===== src/rtl/memory_bank_dp.sv =====
// -----------------------------------------------------------------------------
// memory_bank_dp
// Simple-dual-port memory bank. One write port and one read port, both usable
// in the same cycle. Writes honour per-byte enables. A read returns its word
// READ_LATENCY cycles after it is accepted, marked by a one-cycle rd_valid
// strobe. After reset, a hardware sequencer writes INIT_VALUE to every word.
// While it runs, busy is high and all requests are ignored.
//
// Parameters
//   DATA_WIDTH   word width in bits (multiple of 8)
//   ADDR_WIDTH   address width, DEPTH = 2**ADDR_WIDTH
//   READ_LATENCY cycles from accepted read to rd_valid (1 or 2)
//   WRITE_FIRST  same-address collision: 1 = new data, 0 = old data
//   INIT_VALUE   word written everywhere by the init sequencer
//
// Ports
//   clk      rising-edge clock
//   rst_n    synchronous active-low reset
//   wr_en    write request         wr_addr  write address
//   wr_data  write data            wr_be    byte enables (bit i -> byte i)
//   rd_en    read request          rd_addr  read address
//   rd_data  read data, holds its value between strobes
//   rd_valid one-cycle strobe qualifying rd_data
//   busy     init sequencer running, requests ignored
// -----------------------------------------------------------------------------
module memory_bank_dp #(
  parameter int                    DATA_WIDTH   = 8,
  parameter int                    ADDR_WIDTH   = 6,
  parameter int                    READ_LATENCY = 1,
  parameter int                    WRITE_FIRST  = 0,
  parameter logic [DATA_WIDTH-1:0] INIT_VALUE   = '0
) (
  input  logic                    clk,
  input  logic                    rst_n,
  input  logic                    wr_en,
  input  logic [ADDR_WIDTH-1:0]   wr_addr,
  input  logic [DATA_WIDTH-1:0]   wr_data,
  input  logic [DATA_WIDTH/8-1:0] wr_be,
  input  logic                    rd_en,
  input  logic [ADDR_WIDTH-1:0]   rd_addr,
  output logic [DATA_WIDTH-1:0]   rd_data,
  output logic                    rd_valid,
  output logic                    busy
);

  localparam int DEPTH     = 2 ** ADDR_WIDTH;
  localparam int NUM_BYTES = DATA_WIDTH / 8;

  typedef enum logic {
    ST_INIT = 1'b0,
    ST_RUN  = 1'b1
  } state_t;

  state_t                  state, state_nxt;
  logic [ADDR_WIDTH-1:0]   init_cnt;
  logic [DATA_WIDTH-1:0]   mem [DEPTH];

  logic                    wr_go;
  logic                    rd_go;
  logic                    init_go;
  logic [DATA_WIDTH-1:0]   rd_word;

  logic [READ_LATENCY-1:0] pipe_vld;
  logic [DATA_WIDTH-1:0]   pipe_dat [READ_LATENCY];

  // ---------------------------------------------------------------------------
  // Control FSM: INIT sweeps every address once, then RUN forever.
  // ---------------------------------------------------------------------------
  // NOTE: sequential state uses non-blocking assignments so every flop
  // samples pre-edge values regardless of process evaluation order.
  always_ff @(posedge clk) begin
    if (!rst_n) begin
      state    <= ST_INIT;
      init_cnt <= '0;
    end else begin
      state <= state_nxt;
      if (state == ST_INIT) begin
        init_cnt <= init_cnt + 1'b1;
      end
    end
  end

  // NOTE: the default assignment at the top of the block keeps every path
  // assigned, so no latch is inferred.
  always_comb begin
    state_nxt = state;
    case (state)
      ST_INIT: if (init_cnt == ADDR_WIDTH'(DEPTH - 1)) state_nxt = ST_RUN;
      ST_RUN:  state_nxt = ST_RUN;
      default: state_nxt = ST_INIT;
    endcase
  end

  // busy is a direct decode of the state flop, so it is still a registered
  // output with no path from any input.
  assign busy = (state == ST_INIT);

  // Requests are qualified by rst_n so nothing commits on a reset edge.
  assign init_go = rst_n && (state == ST_INIT);
  assign wr_go   = rst_n && (state == ST_RUN) && wr_en;
  assign rd_go   = rst_n && (state == ST_RUN) && rd_en;

  // ---------------------------------------------------------------------------
  // Storage
  // ---------------------------------------------------------------------------
  // NOTE: the array has no reset branch; clearing it is the init sequencer's
  // job. A reset here would turn the RAM into thousands of flops.
  always_ff @(posedge clk) begin
    if (init_go) begin
      mem[init_cnt] <= INIT_VALUE;
    end else if (wr_go) begin
      for (int b = 0; b < NUM_BYTES; b++) begin
        if (wr_be[b]) begin
          mem[wr_addr][8*b +: 8] <= wr_data[8*b +: 8];
        end
      end
    end
  end

  // Word captured by an accepted read. The array read returns the pre-edge
  // contents, which is the old-data result. Write-first merges the enabled
  // bytes of a same-address write on top.
  always_comb begin
    rd_word = mem[rd_addr];
    if ((WRITE_FIRST != 0) && wr_go && (wr_addr == rd_addr)) begin
      for (int b = 0; b < NUM_BYTES; b++) begin
        if (wr_be[b]) begin
          rd_word[8*b +: 8] = wr_data[8*b +: 8];
        end
      end
    end
  end

  // ---------------------------------------------------------------------------
  // Read pipeline: stage 0 captures at the accept edge, and the output
  // register fires READ_LATENCY edges later. Valid bits are reset so
  // in-flight reads vanish on reset. Data stages need no reset.
  // ---------------------------------------------------------------------------
  always_ff @(posedge clk) begin
    if (rd_go) begin
      pipe_dat[0] <= rd_word;
    end
    for (int s = 1; s < READ_LATENCY; s++) begin
      pipe_dat[s] <= pipe_dat[s-1];
    end
  end

  always_ff @(posedge clk) begin
    if (!rst_n) begin
      pipe_vld <= '0;
      rd_valid <= 1'b0;
      rd_data  <= '0;
    end else begin
      pipe_vld[0] <= rd_go;
      for (int s = 1; s < READ_LATENCY; s++) begin
        pipe_vld[s] <= pipe_vld[s-1];
      end
      rd_valid <= pipe_vld[READ_LATENCY-1];
      if (pipe_vld[READ_LATENCY-1]) begin
        rd_data <= pipe_dat[READ_LATENCY-1];
      end
    end
  end

endmodule


===== config.mk =====
export PLATFORM = sky130hd
export DESIGN_NAME = memory_bank_dp
export DESIGN_NICKNAME = d
export VERILOG_FILES = /design/src/rtl/memory_bank_dp.sv
export SDC_FILE = /design/constraint.sdc
export NUM_CORES = 1
export LEC_CHECK = 0
export ABC_AREA = 0
export BUFFER_PORTS_ARGS = -buffer_cell sky130_fd_sc_hd__buf_2
export CORE_ASPECT_RATIO = 1.2
export CORE_MARGIN = 1.5
export CORE_UTILIZATION = 65
export DETAILED_ROUTE_END_ITERATION = 8
export MAX_ROUTING_LAYER = met4
export PLACE_DENSITY = 0.82
export SYNTH_ARGS = -nofsm -noshare
export SYNTH_HDL_FRONTEND = slang
export SYNTH_SLANG_ARGS = --single-unit
export TNS_END_PERCENT = 50

===== constraint.sdc =====
create_clock -name clk -period 5.57 [get_ports clk]
set_input_delay 0.8355 -clock clk [delete_from_list [all_inputs] [get_ports clk]]
set_output_delay 0.8355 -clock clk [all_outputs]
set_load 0.02 [all_outputs]

Word level (Yosys, flattened, before mapping)
Memory sizes are Yosys's and may differ from the RTL's. A register that Yosys moved wholly into a read port is not among the register bits.
Index checks and enable logic that the tools add are counted.
W data, S select, Z words.

operators by class
  mux-type cells = 13
  reductions and logical operators = 6
  equal/unequal tests = 1
  bitwise operators = 1
  add/subtract/negate cells = 1

operators by type and width
  operator               number
  $mux W1                10
  $mux W8                1
  $reduce_or A8 Y1       1
  $add A6 B1 Y6 const B  1
  $eq A6 B6 Y1 const B   1
  $mux W6                1
  $logic_and A1 B1 Y1    4
  $pmux W1 S2            1
  $logic_not A1 Y1       1
  $not A1 Y1             1

storage, ports and cells
  bits in writable memories = 520
  register bits = 9
  output and inout port bits = 10
  logic and storage cells = 28
  input port bits = 25
  memories kept = 2

memories
  memory    words  width  read ports  clocked after Yosys merged registers in  wr ports  line  RTL
  mem       64     8      1           0                                        1         56    logic [DATA_WIDTH-1:0] mem [DEPTH];
  pipe_dat  1      8      1           1                                        1         64    logic [DATA_WIDTH-1:0] pipe_dat [READ_LATENCY];

Depth between registers and ports, before layout
  word-level depth = 7
  gate-level depth with buffers = 9
  depth with buffers taken out = 5

Worst setup path after synthesis
No wires, ideal clock.

  path kind = input -> register
  start point = in wr_be
  end point = mem mem[0][0] (data pin)
  buffers on the path = 2
  setup time = 0.367 ns
  path slack = 2.768 ns
  stages = 4
  arrival = 2.434 ns
  data required time = 5.203 ns
  cell sequence = and4_1 > clkbuf_1 > clkbuf_1 > and2_1

between the ends
  longest elaborated chain between the ends = 6

ends and longest elaborated chain
  element                            line  RTL
  from (decl)                        38    input logic [DATA_WIDTH/8-1:0] wr_be,
  $mux W1                            113   if (wr_be[b]) begin
  $mux W1                            111   end else if (wr_go) begin
  $mux W1                            109   if (init_go) begin
  $mux W1 (implied by the code)      114   mem[wr_addr][8*b +: 8] <= wr_data[8*b +: 8];
  $reduce_or A8 Y1 (no source line)  --
  $mux W8 (no source line)           --
  to (decl)                          56

Every way passes these cells.

Final worst setup path
  start point = in rst_n
  end point = mem mem[12][7], enable pin

between the ends
  longest elaborated chain between the ends = 7
  elaborated cells on any way between the ends = 11
  those cells by class = mux: 7; reduce/logical: 4

ends and longest elaborated chain
  element                                              line  RTL
  from (decl)                                          34    input logic rst_n,
  $logic_and A1 B1 Y1 (2 in series)                    100   assign wr_go = rst_n && (state == ST_RUN) && wr_en;
  $mux W1                                              111
  $mux W1                                              109
  $mux W1 (implied by the code)                        114
  $reduce_or A8 Y1 (no source line)                    --
  $mux W6 (no source line) or $mux W1 (tied branches)  --

Several ways; a longest one is shown, not always the timed one.

==> results.cfg <==
[run_status]
outcome = complete, no violations

[routing]
drc_errors = 0
wl_per_cell_um = 30.8
dr_vias = 10600
drt_pass1_iterations = 5
vias_per_cell = 7.06
drt_iter0_markers = 1534
route.antenna.remaining_nets = 0
route.final.wire_length_mm = 46.2

[run]
number_of_maximum_capacitance_violations = 0

[setup_path]
first_element_of_the_critical_path = rst_n
crit_path_cell_trace = buf_2 -> nand4_1 -> o21ai_0 -> nand2_1 -> nor2_1
cell_depth_of_the_worst_setup_path = 5
timing.critical_path.from_type = input pin
endpoint = mem[12][7]
r2r.worst_path.cells = 4
cp-end-kind = flip-flop
timing.critical_path.fanout_max = 23
critical_path_required_ns = 5.75
critical_path.max_stage_delay_ns = 0.84
critPathSlowestCell = sky130_fd_sc_hd__nor2_1
crit_arrival_ns = 3.50
timing.critical_path.max_delay_family = simple AND/OR/NAND/NOR gates
timing.reg2reg.setup_slack_ns = 2.27
timing_worst_setup_path_type = input pin to flip-flop
worst_r2r_startpoint = state
timing.critical_path.buf_inv = 1
crit-reg2reg-capture = mem[12][7]

[clock_tree]
clock_tree_buffer_depth = 3
cts.htree.levels = 2
cts-resized-gates = 0
clockRootBuffer = sky130_fd_sc_hd__clkbuf_16
post_cts_buffers = 0
cts.sinks = 537
clock_transition_at_the_register_clock_pins_on_the_worst_setup_and_hold_paths_after_cts_ns = 0.06
clock_tree_from_tritoncts = yes
worstSkewPairLatency_ns = 0.56
hold_buffers = 0
cts_inserted_buffers = 48

[yosys]
synth_enable_flop_cells = 520
synth_async_sr_flop_share_pct = 0
synth_largest_type_area_fraction_pct = 74.4
synth.avg_cell_area_um2 = 20.6
netlist_area_um2 = 21000
syn_nets = 1046
synth_largest_area_cell = sky130_fd_sc_hd__edfxtp_1
leading_register_cell_type_out_of_synthesis = sky130_fd_sc_hd__edfxtp_1
synth_cell_type_count = 47
synth_area_leaders = sky130_fd_sc_hd__edfxtp_1, sky130_fd_sc_hd__mux4_2, sky130_fd_sc_hd__dfxtp_1, sky130_fd_sc_hd__mux2i_1, sky130_fd_sc_hd__nor2_1
synth_seq_cells = 537
register_area_share_after_synthesis_pct = 76.0
yosysWarnings = 0
syn_inst = 1020

[power]
p_per_area_nw_per_um2 = 336
clkPwrFrac_pct = 39.9
netSwitchingFraction_pct = 19.9
cellInternalPower_mw = 6.18
power_frac_seq_pct = 56.8
p_switching_mw = 1.53
p_leak_nw = 8.33
p_comb_share_pct = 3.3
vdd_drop_max_mv = 0.210

[sta]
timing.clock.skew_ns = 0.0149
final.hold.worst_slack_ns = 0.514
final_critical_path_time_including_i_o_delays_and_setup_ns = 3.33
final_number_of_hold_violating_endpoints = 0
final_min_period_over_clock_period_pct = 59.7
max_slew_margin_pct = 32.9
clock.fmax_mhz = 301
rsz0062_at_grt = false
finalSetupViolations = 0
tightestPinTransition_ns = 1.01
slew_violations = 0
setup-tns-final_ns = 0

[min_path]
timing.hold.worst.class = flip-flop to flip-flop
whs_path_depth = 2

[global_route]
grt_overflow_total = 0
first_global_vias = 10600
grtUsageTotal_pct = 29.7
grt_first_pass_wirelength_mm = 68.3
grt_antenna_before_repair = 1
grt_start_max_net_pins = 57

[finish]
final.fill_count = 1682
layout-drive-gt1-share_pct = 23.3
layout-area-overhead-vs-synth_pct = 9.48
finish.net_count = 1091
mostFrequentLayoutCell = sky130_fd_sc_hd__edfxtp_1
multi_input_area_um2 = 4730
register_area_um2 = 16000
mostFrequentLayoutCells = sky130_fd_sc_hd__edfxtp_1, sky130_fd_sc_hd__mux4_2, sky130_fd_sc_hd__nor2_1

[placement]
port_buffers = 34
place.detailed.hpwl_mm = 27.7
finalWeightedCongestion = 0.973

[floorplanning]
core-area_um2 = 31500
initial_core_util_pct = 66.5
num_rows = 71
dieWidth_um = 167
floorplan.die_area_um2 = 33400
fp.dieH_um = 200
ios = 35
## per-stage QoR
stage / std cells / power, mW / utilization (%) / cell area (µm²) / worst slack (ns)
floorplan: 1020 / 4.64 / - / 21000 / 2.77
global placement: 1416 / 4.71 / 68.2 / 21500 / 1.85
detailed placement: 1416 / 4.72 / 68.2 / 21500 / 1.81
CTS: 1502 / 7.72 / 72.8 / 23000 / 2.35
global route: 1503 / 7.88 / 72.8 / 23000 / 1.99
finish: 1503 / 7.72 / 72.8 / 23000 / 2.24
## state kept, by name, summed over array words and instances, names as in the netlist
name / count
mem: 512
pipe_dat: 8
rd_data: 8
init_cnt: 6
pipe_vld: 1
rd_valid: 1
state: 1
## layout make-up
type / count / area share [%]
flip-flops and latches: 537 / 69.5
inverters: 3 / 0.0490
diodes: 1 / 0.0109
multi-input cells: 426 / 20.6
clock inverters: 21 / 0.523
well taps: 401 / 2.18
clock buffers: 65 / 5.77
repair buffers: 49 / 1.39
## synth_stat cells, types with 5 or more instances
cell type	n
sky130_fd_sc_hd__buf_2	20
sky130_fd_sc_hd__clkbuf_1	18
sky130_fd_sc_hd__nor2b_1	23
sky130_fd_sc_hd__a211oi_1	10
sky130_fd_sc_hd__mux4_2	128
sky130_fd_sc_hd__o221ai_1	12
sky130_fd_sc_hd__nand2_1	22
sky130_fd_sc_hd__and2_1	15
sky130_fd_sc_hd__o22ai_1	16
sky130_fd_sc_hd__nor2_1	72
sky130_fd_sc_hd__or3_1	6
sky130_fd_sc_hd__dfxtp_1	17
sky130_fd_sc_hd__a21oi_1	6
sky130_fd_sc_hd__o21ai_0	14
sky130_fd_sc_hd__nand3_1	8
sky130_fd_sc_hd__mux2i_1	27
sky130_fd_sc_hd__edfxtp_1	520
sky130_fd_sc_hd__buf_4	9
sky130_fd_sc_hd__nor3_1	6
sky130_fd_sc_hd__a221oi_1	5
sky130_fd_sc_hd__a22o_1	6
## worst reg2reg max path, cell delays in order (launching register included)
cell and delay [ns]:
sky130_fd_sc_hd__dfxtp_1 0.55, sky130_fd_sc_hd__nand4_1 0.55, sky130_fd_sc_hd__o21ai_0 0.53, sky130_fd_sc_hd__nand2_1 0.45, sky130_fd_sc_hd__nor2_1 0.85
## power by group through the flow
stage               Clock [mW]  Sequential, mW  Combinational (mW)
floorplan                    0            4.47               0.175
global placement             0            4.47               0.246
detailed placement           0            4.47               0.250
CTS                       3.08            4.38               0.255
global route              3.23            4.38               0.269
finish                    3.08            4.38               0.257
## how the worst min path moves through the flow
| stage | endpoint | startpoint |
|---|---|---|
| floorplan | rd_data[0] | pipe_dat[0][0] |
| global route | rd_data[5] | pipe_dat[0][5] |
| global placement | rd_data[7] | rd_data[7] |
| detailed placement | rd_data[5] | rd_data[5] |
| finish | rd_data[5] | rd_data[5] |
| CTS | rd_data[5] | rd_data[5] |
## kinds of logic (layout without fill, tap and decap cells)
group	Yosys count	count (layout)	synth area share [%]
AO/OA/AOI/OAI	88	88	2.98
XOR/XNOR	4	4	0.167
adder cells (fa/ha/maj)	1	1	0.0596
buffers and inverters	57	138	1.44
flip-flops	537	537	76.0
multiplexers	159	159	15.2
other	0	1	0
AND/OR/NAND/NOR	174	174	4.06
## metal layers
layer | global-route usage [%] | part of all wire, %
met3 | 5.28 | 10
met1 | 39.1 | 36
met5 | - | 0
met2 | 47.0 | 49
met4 | 12.1 | 4.1
(Power assumes the default switching activity.)
